### src/rtl/instruction_loader_pkg.sv
// Shared definitions for the instruction loader: FSM state encoding,
// program-slot geometry and the fixed base address of every slot.
package instruction_loader_pkg;

  // Words in one program slot and the matching memory geometry.
  localparam int SLOT_WORDS       = 512;
  localparam int MEM_ADDR_WIDTH   = 11;
  localparam int WORD_COUNT_WIDTH = 10;
  localparam int SLOT_SEL_WIDTH   = 2;
  localparam int BYTE_WIDTH       = 8;

  // Base word address of each slot: slot 0 holds the operating system,
  // slots 1-3 hold user programs.
  localparam logic [MEM_ADDR_WIDTH-1:0] SLOT_BASE_OS = 11'd0;
  localparam logic [MEM_ADDR_WIDTH-1:0] SLOT_BASE_P1 = 11'd512;
  localparam logic [MEM_ADDR_WIDTH-1:0] SLOT_BASE_P2 = 11'd1024;
  localparam logic [MEM_ADDR_WIDTH-1:0] SLOT_BASE_P3 = 11'd1536;

  // Loader control states.
  typedef enum logic [1:0] {
    ST_IDLE    = 2'd0,
    ST_RECEIVE = 2'd1,
    ST_WRITE   = 2'd2,
    ST_DONE    = 2'd3
  } state_t;

  // Map a slot selector onto the first word address of that slot.
  function automatic logic [MEM_ADDR_WIDTH-1:0] slot_base(
    input logic [SLOT_SEL_WIDTH-1:0] sel
  );
    logic [MEM_ADDR_WIDTH-1:0] base;
    case (sel)
      2'd0:    base = SLOT_BASE_OS;
      2'd1:    base = SLOT_BASE_P1;
      2'd2:    base = SLOT_BASE_P2;
      default: base = SLOT_BASE_P3;
    endcase
    return base;
  endfunction

  // Requested word counts larger than a slot are limited to the slot size.
  function automatic logic [WORD_COUNT_WIDTH-1:0] clip_count(
    input logic [WORD_COUNT_WIDTH-1:0] requested
  );
    logic [WORD_COUNT_WIDTH-1:0] limit;
    limit = WORD_COUNT_WIDTH'(SLOT_WORDS);
    return (requested > limit) ? limit : requested;
  endfunction

endpackage

### src/rtl/instruction_loader_if.sv
// Byte-stream input, load control and instruction-memory write port of
// the instruction loader, bundled so the whole port list travels as one.
interface instruction_loader_if #(
  parameter int DATA_WIDTH = 32,
  parameter int ADDR_WIDTH = 11
);
  // load request
  logic                  start;
  logic [1:0]            slot;
  logic [9:0]            word_count;
  // byte stream
  logic                  byte_valid;
  logic [7:0]            byte_data;
  logic                  byte_ready;
  // instruction memory write port
  logic                  mem_write_enable;
  logic [ADDR_WIDTH-1:0] mem_write_address;
  logic [DATA_WIDTH-1:0] mem_write_data;
  // status
  logic                  busy;
  logic                  done;
  logic                  error;

  // Side that issues loads, supplies bytes and owns the memory.
  modport master (
    output start, slot, word_count, byte_valid, byte_data,
    input  byte_ready, mem_write_enable, mem_write_address, mem_write_data,
    input  busy, done, error
  );

  // The loader itself.
  modport slave (
    input  start, slot, word_count, byte_valid, byte_data,
    output byte_ready, mem_write_enable, mem_write_address, mem_write_data,
    output busy, done, error
  );
endinterface

### src/rtl/instruction_loader_word_assembler.sv
// Packs a stream of bytes into one instruction word, most-significant byte
// first, and reports when the byte about to be shifted in is the last one.
module word_assembler
  import instruction_loader_pkg::*;
#(
  parameter int DATA_WIDTH = 32
) (
  input  logic                  clock,
  input  logic                  reset,
  input  logic                  clear_i,
  input  logic                  shift_i,
  input  logic [BYTE_WIDTH-1:0] byte_i,
  output logic [DATA_WIDTH-1:0] word_o,
  output logic                  last_byte_o
);

  localparam int BYTES_PER_WORD = DATA_WIDTH / BYTE_WIDTH;
  localparam int IDX_WIDTH      = (BYTES_PER_WORD > 1) ? $clog2(BYTES_PER_WORD) : 1;

  logic [DATA_WIDTH-1:0] word_q, word_d;
  logic [IDX_WIDTH-1:0]  byte_idx_q, byte_idx_d;

  // Next word/index: a clear wins over a shift so a new load starts clean.
  always_comb begin
    word_d     = word_q;
    byte_idx_d = byte_idx_q;
    if (clear_i) begin
      word_d     = '0;
      byte_idx_d = '0;
    end else if (shift_i) begin
      // Earlier bytes move up; the newest byte lands in the low byte.
      word_d = {word_q[DATA_WIDTH-BYTE_WIDTH-1:0], byte_i};
      if (byte_idx_q == IDX_WIDTH'(BYTES_PER_WORD - 1)) begin
        byte_idx_d = '0;
      end else begin
        byte_idx_d = byte_idx_q + 1'b1;
      end
    end
  end

  // Assembly register and byte counter.
  always_ff @(posedge clock) begin
    if (reset) begin
      word_q     <= '0;
      byte_idx_q <= '0;
    end else begin
      word_q     <= word_d;
      byte_idx_q <= byte_idx_d;
    end
  end

  assign word_o      = word_q;
  // Independent of shift_i so the controller can combine it without a loop.
  assign last_byte_o = (byte_idx_q == IDX_WIDTH'(BYTES_PER_WORD - 1));

endmodule

### src/rtl/instruction_loader.sv
// Loads a byte stream into one slot of instruction memory: bytes are packed
// into words, each complete word is written one cycle later at
// slot base + word index, and done pulses once the requested count is in.
module instruction_loader
  import instruction_loader_pkg::*;
#(
  parameter int DATA_WIDTH = 32,
  parameter int ADDR_WIDTH = 11,
  parameter int SLOT_WORDS = 512
) (
  input  logic                 clock,
  input  logic                 reset,
  instruction_loader_if.slave  bus
);

  state_t                        state_q, state_d;
  logic [SLOT_SEL_WIDTH-1:0]     slot_q, slot_d;
  logic [WORD_COUNT_WIDTH-1:0]   count_q, count_d;
  logic [WORD_COUNT_WIDTH-1:0]   word_idx_q, word_idx_d;
  logic                          error_q, error_d;

  logic                          asm_clear;
  logic                          asm_shift;
  logic                          asm_last_byte;
  logic [DATA_WIDTH-1:0]         asm_word;
  logic [WORD_COUNT_WIDTH-1:0]   word_idx_inc;
  logic                          write_active;

  word_assembler #(
    .DATA_WIDTH (DATA_WIDTH)
  ) u_word_assembler (
    .clock       (clock),
    .reset       (reset),
    .clear_i     (asm_clear),
    .shift_i     (asm_shift),
    .byte_i      (bus.byte_data),
    .word_o      (asm_word),
    .last_byte_o (asm_last_byte)
  );

  assign word_idx_inc = word_idx_q + 1'b1;

  // Next-state logic: load acceptance, byte intake and word sequencing.
  always_comb begin
    state_d    = state_q;
    slot_d     = slot_q;
    count_d    = count_q;
    word_idx_d = word_idx_q;
    error_d    = error_q;
    asm_clear  = 1'b0;
    asm_shift  = 1'b0;
    case (state_q)
      ST_IDLE: begin
        if (bus.start) begin
          slot_d     = bus.slot;
          count_d    = clip_count(bus.word_count);
          error_d    = (bus.word_count > WORD_COUNT_WIDTH'(SLOT_WORDS));
          word_idx_d = '0;
          asm_clear  = 1'b1;
          state_d    = (bus.word_count == '0) ? ST_DONE : ST_RECEIVE;
        end
      end
      ST_RECEIVE: begin
        // byte_ready is high throughout this state, so valid alone accepts.
        if (bus.byte_valid) begin
          asm_shift = 1'b1;
          if (asm_last_byte) begin
            state_d = ST_WRITE;
          end
        end
      end
      ST_WRITE: begin
        word_idx_d = word_idx_inc;
        state_d    = (word_idx_inc == count_q) ? ST_DONE : ST_RECEIVE;
      end
      ST_DONE: begin
        state_d = ST_IDLE;
      end
      default: begin
        state_d = ST_IDLE;
      end
    endcase
  end

  // State and latched-request registers.
  always_ff @(posedge clock) begin
    if (reset) begin
      state_q    <= ST_IDLE;
      slot_q     <= '0;
      count_q    <= '0;
      word_idx_q <= '0;
      error_q    <= 1'b0;
    end else begin
      state_q    <= state_d;
      slot_q     <= slot_d;
      count_q    <= count_d;
      word_idx_q <= word_idx_d;
      error_q    <= error_d;
    end
  end

  // A reset arriving while in WRITE suppresses that cycle's strobe too.
  assign write_active = (state_q == ST_WRITE) && !reset;

  // Status and memory-port outputs, decoded from the current state.
  always_comb begin
    bus.byte_ready        = (state_q == ST_RECEIVE);
    bus.busy              = (state_q != ST_IDLE);
    bus.done              = (state_q == ST_DONE);
    bus.error             = error_q;
    bus.mem_write_enable  = write_active;
    bus.mem_write_address = '0;
    bus.mem_write_data    = '0;
    if (write_active) begin
      // count_q never exceeds SLOT_WORDS, so the index stays inside the slot.
      bus.mem_write_address = ADDR_WIDTH'(slot_base(slot_q)) + ADDR_WIDTH'(word_idx_q);
      bus.mem_write_data    = asm_word;
    end
  end

endmodule

### src/flat_wrapper.sv
// flat-port wrapper written by rule: the top's interface ports become plain ports
module instruction_loader_flat import instruction_loader_pkg::*;
#(
  parameter int DATA_WIDTH = 32,
  parameter int ADDR_WIDTH = 11,
  parameter int SLOT_WORDS = 512
)
  (clock, reset, bus_start, bus_slot, bus_word_count, bus_byte_valid, bus_byte_data, bus_byte_ready, bus_mem_write_enable, bus_mem_write_address, bus_mem_write_data, bus_busy, bus_done, bus_error);
  instruction_loader_if #(.DATA_WIDTH(DATA_WIDTH), .ADDR_WIDTH(ADDR_WIDTH)) bus_i ();
  input  logic clock;
  input  logic reset;
  input wire logic [$bits(bus_i.start)-1:0] bus_start;
  input wire logic [$bits(bus_i.slot)-1:0] bus_slot;
  input wire logic [$bits(bus_i.word_count)-1:0] bus_word_count;
  input wire logic [$bits(bus_i.byte_valid)-1:0] bus_byte_valid;
  input wire logic [$bits(bus_i.byte_data)-1:0] bus_byte_data;
  output wire logic [$bits(bus_i.byte_ready)-1:0] bus_byte_ready;
  output wire logic [$bits(bus_i.mem_write_enable)-1:0] bus_mem_write_enable;
  output wire logic [$bits(bus_i.mem_write_address)-1:0] bus_mem_write_address;
  output wire logic [$bits(bus_i.mem_write_data)-1:0] bus_mem_write_data;
  output wire logic [$bits(bus_i.busy)-1:0] bus_busy;
  output wire logic [$bits(bus_i.done)-1:0] bus_done;
  output wire logic [$bits(bus_i.error)-1:0] bus_error;
  assign bus_i.start = bus_start;
  assign bus_i.slot = bus_slot;
  assign bus_i.word_count = bus_word_count;
  assign bus_i.byte_valid = bus_byte_valid;
  assign bus_i.byte_data = bus_byte_data;
  assign bus_byte_ready = bus_i.byte_ready;
  assign bus_mem_write_enable = bus_i.mem_write_enable;
  assign bus_mem_write_address = bus_i.mem_write_address;
  assign bus_mem_write_data = bus_i.mem_write_data;
  assign bus_busy = bus_i.busy;
  assign bus_done = bus_i.done;
  assign bus_error = bus_i.error;
  instruction_loader #(.DATA_WIDTH(DATA_WIDTH), .ADDR_WIDTH(ADDR_WIDTH), .SLOT_WORDS(SLOT_WORDS)) u_core (.clock(clock), .reset(reset), .bus(bus_i));
endmodule
### config.mk
export PLATFORM = sky130hd
export DESIGN_NAME = instruction_loader_flat
export DESIGN_NICKNAME = d
export VERILOG_FILES = /design/src/rtl/instruction_loader_pkg.sv /design/src/rtl/instruction_loader_if.sv /design/src/rtl/instruction_loader_word_assembler.sv /design/src/rtl/instruction_loader.sv /design/src/flat_wrapper.sv
export SDC_FILE = /design/constraint.sdc
export NUM_CORES = 1
export LEC_CHECK = 0
export CORE_UTILIZATION = 35
export DETAILED_ROUTE_END_ITERATION = 10
export GPL_ROUTABILITY_DRIVEN = 0
export PLACE_DENSITY = 0.6
export SETUP_SLACK_MARGIN = 0.2
export SYNTH_ARGS = -nofsm -noshare
export SYNTH_HDL_FRONTEND = slang
export SYNTH_HIERARCHICAL = 1
export SYNTH_SLANG_ARGS = --single-unit
### constraint.sdc
create_clock -name clock -period 2.1 [get_ports clock]
set_input_delay 0.21 -clock clock [delete_from_list [all_inputs] [get_ports clock]]
set_output_delay 0.21 -clock clock [all_outputs]
set_load 0.03 [all_outputs]
## After elaboration in Yosys (flattened, before gate mapping)

Cells that the tools add are included.

| storage, ports and cells | value |
|---|---|
| output and inout bits | 48 |
| memory bits (writable) | 0 |
| memory bits (read-only) | 0 |
| register bits | 59 |
| memories kept | 0 |
| bits in latches | 0 |

| cells by class | value |
|---|---|
| mux-type cells | 18 |
| reduce and logical (&&, ||, !) cells | 11 |
| divide/modulo/power cells | 0 |
| multipliers | 0 |
| equality and inequality tests | 10 |
| $lt $le $gt $ge | 1 |
| bitwise gates (word level) | 0 |
| add/subtract/negate cells | 3 |
| shift-type cells | 0 |

Operators with widths:

| kind | number |
|---|---|
| 11-bit case mux with 3 select lines | 1 |
| 32-bit two-way mux | 1 |
| 11-bit two-way mux | 2 |
| 10-bit two-way mux | 2 |
| 10-bit case mux with 2 select lines | 1 |
| 2-bit two-way mux | 6 |
| 11-bit by 10-bit adder with 11-bit output | 1 |
| 10-bit by 1-bit adder with 10-bit output, second input constant | 1 |
| 10-bit equality test | 1 |
| 10-bit > comparator, second input constant | 1 |
| 10-bit zero test | 1 |
| 2-bit equality test, second input constant | 4 |
| 2-bit case mux with 4 select lines | 1 |
| 2-bit by 1-bit equality test with 1-bit output, second input constant | 2 |
| 2-bit zero test | 2 |
| 1-bit two-way mux | 4 |
| 2-bit != test, second input constant | 2 |
| 2-bit AND reduction | 2 |
| 2-bit nonzero test | 2 |
| 3-bit AND reduction | 1 |
| 2-bit by 1-bit adder with 2-bit output, second input constant | 1 |
| 2-bit by 1-bit != test with 1-bit output, second input constant | 1 |
| 2-bit OR reduction | 1 |
| 1-bit logical AND | 1 |
| 1-bit zero test | 1 |

## Logic depth before layout (Yosys ltp)

| logic depth | value |
|---|---|
| depth in word-level cells | 5 |
| gate-level depth with buffers | 7 |
| mapped depth without buffers | 7 |

## Cells and area by module

Netlist, hierarchy kept.

By module, submodules not included:

| module | cells each | instances | area an instance (um^2) |
|---|---|---|---|
| instruction_loader | 223 | 1 | 1634.1 |
| word_assembler | 113 | 1 | 1242.4 |

## Worst setup path after synthesis

OpenSTA, ideal clock, no wires.

| path | value |
|---|---|
| path kind | register to output |
| from | register u_core.state_q[0] |
| to | output port bus_mem_write_address[0] |
| cell stages (with the launch flop) | 6 |
| data arrival time | 1.644 ns |
| path buffers | 2 |
| data required time | 1.890 ns |
| setup slack | 0.246 ns |
| path through | dfxtp_1 -> nand2b_1 -> clkbuf_1 -> nor2_1 -> clkbuf_1 -> and2_1 |

| between the ends | value |
|---|---|
| cells in the longest elaborated chain, start to end | 3 |

RTL lines:

| item | line | text |
|---|---|---|
| from (decl) | instruction_loader.sv:16 | `state_t state_q, state_d;` |
| from (signal assigned) | instruction_loader.sv:94 | `state_q <= state_d;` |
| 2-bit equality test | instruction_loader.sv:103 | `assign write_active = (state_q == ST_WRITE) && !reset;` |
| 1-bit logical AND | instruction_loader.sv:103 |  |
| via bus_mem_write_enable | flat_wrapper.sv:18 | `output wire logic [$bits(bus_i.mem_write_enable)-1:0] bus_mem_write_enable;` |
| 11-bit two-way mux | instruction_loader.sv:114 | `if (write_active) begin` |
| to (decl) | flat_wrapper.sv:19 | `output wire logic [$bits(bus_i.mem_write_address)-1:0] bus_mem_write_address;` |

The timed path passes the listed nets, and every way through them passes these cells.

## Worst setup path in the final report

| path | value |
|---|---|
| from | register u_core.word_idx_q[0] |
| to | register u_core.state_q[1] |

| between the ends | value |
|---|---|
| cells in the longest elaborated chain, start to end | 4 |

RTL lines:

| item | line | text |
|---|---|---|
| from (decl) | instruction_loader.sv:19 | `logic [WORD_COUNT_WIDTH-1:0] word_idx_q, word_idx_d;` |
| from (signal assigned) | instruction_loader.sv:97 | `word_idx_q <= word_idx_d;` |
| 10-bit by 1-bit adder with 10-bit output | instruction_loader.sv:41 | `assign word_idx_inc = word_idx_q + 1'b1;` |
| 10-bit equality test | instruction_loader.sv:74 | `state_d = (word_idx_inc == count_q) ? ST_DONE : ST_RECEIVE;` |
| 2-bit two-way mux | instruction_loader.sv:74 |  |
| 2-bit case mux with 4 select lines | instruction_loader.sv:52 | `case (state_q)` |

Every way passes these cells.
A chain may end at the register's enable or synchronous reset.

==> results.cfg <==
[clock_tree]
cts_tree = done
max-clock-path-buffers = 2
ctsRootBufferMaster = clkbuf_8
cts.sinks = 59
clock_latency_ps = 330
htreeDepth = 3
ctsHoldBuffers = 0
cts_setup_buffers = 0
cts_buffers = 9
path_clk_slew_ps = 70
cts_resized = 4

[floorplanning]
die_width_um = 92.7
die_y_um = 92.7
start_util = 0.367
row_count = 32
core_area_um2 = 7850
io_pins = 72
dieArea_um2 = 8580

[cells_and_area]
mostFrequentLayoutCells = 59 x nor2_1, 55 x dfxtp_1, 54 x buf_4, 43 x and2_1, 33 x mux2i_1
postLayoutCellArea_um2 = 3890
final_common_cell = nor2_1
diodes = 0
drive_above_1_share = 0.205
nets = 436
areaGrowthSynthToFinish_pct = 35.1

[pwr]
p_sw_uw = 608
p_int_mw = 2.02
finalPower_mw = 2.62
pwr-share-seq = 0.444
sw_frac_of_total = 0.232
power_frac_comb = 0.110
powerDensity_nw_per_um2 = 675
ir_drop_mv = 0.362
clkPwrFrac = 0.446
cellLeakagePower_nw = 1.56

[logic_synthesis]
yosysUniqueCellTypes = 40
synth_area_um2 = 2880
synthCells = 336
syn_avg_cell_area_um2 = 8.56
yosysWarningCount = 6
ys_ff_latch = 59
syn-num-nets = 363
ys_seq_area_frac = 0.411

[worst_setup_path]
reg2reg_to = u_core/state_q[1]
r2r-start = u_core/word_idx_q[0]
ff2ff_path_depth = 6
crit_type = reg -> reg
worst-endpoint-required_ps = 2340
crit_path_start = u_core/word_idx_q[0]
arrival_ps = 2050
slowest_stage = or4_1
path_cells = ha_4 -> nand3_1 -> xnor2_1 -> nand4_1 -> or4_1 -> o31ai_1
crit_path_end_kind = flip-flop
cp_max_fo = 7
critPathMaxStageDelay_ps = 470
r2r_slack_ps = 290
worstSetupStartpointType = flip-flop

[flow_run]
drv_cap = 0

[timing]
worst_slew_pin_slew_ps = 379
fin_crit_sh = 0.864
relSlewSlack = 0.747
finalSetupViolCount = 0
hold_viol_final = 0
maxSlewViolCount = 0
rsz0062_at_grt = yes
finalSetupTns_ps = 0
timing.fmax_mhz = 551
timing.final.crit_period_ps = 1810
hold_ws_ps = 425
clock_skew_ps = 7.00

[hold_path]
hp-start = bus_slot[0]
hold-path-endpoint = u_core/slot_q[0]
hold_depth = 3
hold_class = in -> reg

[global_routing]
antenna_found_initial = 0
grt_use_total = 0.164
grt_pass1_wl_um = 11000
grt_pass1_vias = 2271
gr-total-overflow = 0
grt_max_degree = 33

[drt]
first_iter_violations = 81
vias = 2440
wl_per_cell_um = 13.1
vias_per_cell = 4.73
dr.pass1.iters = 4
drc = 0
wl_um = 6780
ant_nets = 0

[placement]
hpwl_um = 4920
postPlaceCellArea_um2 = 3620
port_buffers = 71

[status]
status = completed
[synthesized netlist by cell type]
| cell | count | area [um2] |
|---|---|---|
| a211o_1 | 1 | 8.76 |
| a211oi_1 | 1 | 7.51 |
| a21o_1 | 2 | 15.0 |
| a21oi_1 | 18 | 90.1 |
| a22oi_1 | 9 | 67.6 |
| a31oi_1 | 3 | 18.8 |
| and2_1 | 44 | 275 |
| and2_4 | 1 | 8.76 |
| and3_1 | 1 | 6.26 |
| and3_2 | 1 | 7.51 |
| and4_1 | 1 | 8.76 |
| buf_2 | 3 | 15.0 |
| buf_4 | 5 | 37.5 |
| buf_6 | 3 | 33.8 |
| clkbuf_1 | 11 | 41.3 |
| clkbuf_2 | 1 | 5.00 |
| dfxtp_1 | 59 | 1180 |
| ha_1 | 3 | 37.5 |
| inv_1 | 4 | 15.0 |
| mux2i_1 | 33 | 330 |
| nand2_1 | 13 | 48.8 |
| nand2b_1 | 3 | 18.8 |
| nand3_1 | 7 | 35.0 |
| nand3b_1 | 1 | 7.51 |
| nand4_1 | 1 | 6.26 |
| nor2_1 | 60 | 225 |
| nor2b_1 | 3 | 18.8 |
| nor3_1 | 9 | 45.0 |
| nor3b_2 | 1 | 12.5 |
| nor4_1 | 1 | 6.26 |
| o211ai_1 | 1 | 7.51 |
| o21ai_0 | 9 | 45.0 |
| o21bai_1 | 1 | 7.51 |
| o31ai_1 | 1 | 7.51 |
| or2_1 | 1 | 6.26 |
| or3_1 | 2 | 12.5 |
| or3b_1 | 1 | 8.76 |
| or4_1 | 2 | 15.0 |
| xnor2_1 | 12 | 105 |
| xor2_1 | 3 | 26.3 |
[flip-flops by register name, indices dropped and copies added, names as in the netlist]
signal / flops
u_core/u_word_assembler/word_o: 32
u_core/count_q: 10
u_core/word_idx_q: 10
u_core/slot_q: 2
u_core/state_q: 2
u_core/u_word_assembler/byte_idx_q: 2
u_core/bus.error: 1
[final cells by class]
class | instances | area, um2
flip-flops and latches | 59 | 1190
repair buffers | 85 | 757
inverters | 4 | 15.0
fillers | 796 | 3960
multi-input cells | 250 | 1570
clock inverters | 4 | 72.6
well taps | 102 | 128
clock buffers | 12 | 155
[critical path: cells and delay by family, from the launching register on]
kind	cells	cell delay (ps)
AO/OA/AOI/OAI	1	190
flip-flops	1	400
adder cells (fa/ha/maj)	1	180
XOR/XNOR	1	210
AND/OR/NAND/NOR	3	730
[metal layers]
layer  routed length [um]  share of wire  track usage  vias up
li1                     -              -            -     1282
met1                 3250           0.48        0.214     1082
met2                 3130           0.46        0.259       70
met3                  343          0.051       0.0452        6
met4                   50         0.0074       0.0564        0
met5                    0              0            0        -
[logic make-up after synthesis]
family / share of synthesized area
adder cells (fa/ha/maj): 0.0131
XOR/XNOR: 0.0457
flip-flops: 0.411
buffers and inverters: 0.0513
AO/OA/AOI/OAI: 0.0957
multiplexers: 0.115
AND/OR/NAND/NOR: 0.269
[worst max-delay path by stage]
stage                                           to  slack, ps  depth (start not counted)
after global routing             u_core/state_q[1]        170                          5
final                            u_core/state_q[1]        290                          6
after CTS                        u_core/state_q[1]        220                          6
after floorplan           bus_mem_write_address[0]        250                          5
after detailed placement         u_core/state_q[1]        130                          6
after global placement           u_core/state_q[1]        200                          6
[power by group through the flow]
stage | clock network (mW) | registers, mW | logic [mW]
after global routing | 1.26 | 1.17 | 0.314
after CTS | 1.20 | 1.16 | 0.288
final | 1.17 | 1.17 | 0.289
after global placement | 0 | 1.19 | 0.287
after floorplan | 0 | 1.19 | 0.176
after detailed placement | 0 | 1.19 | 0.288
[stage by stage]
step / worst slack, ps / cells / util
floorplan: 246 / 336 / -
global placement: 205 / 500 / 0.461
detailed placement: 125 / 500 / 0.461
CTS: 216 / 516 / 0.491
global route: 171 / 516 / 0.495
finish: 286 / 516 / 0.495
Note: power is estimated with default switching activity, not from simulation.
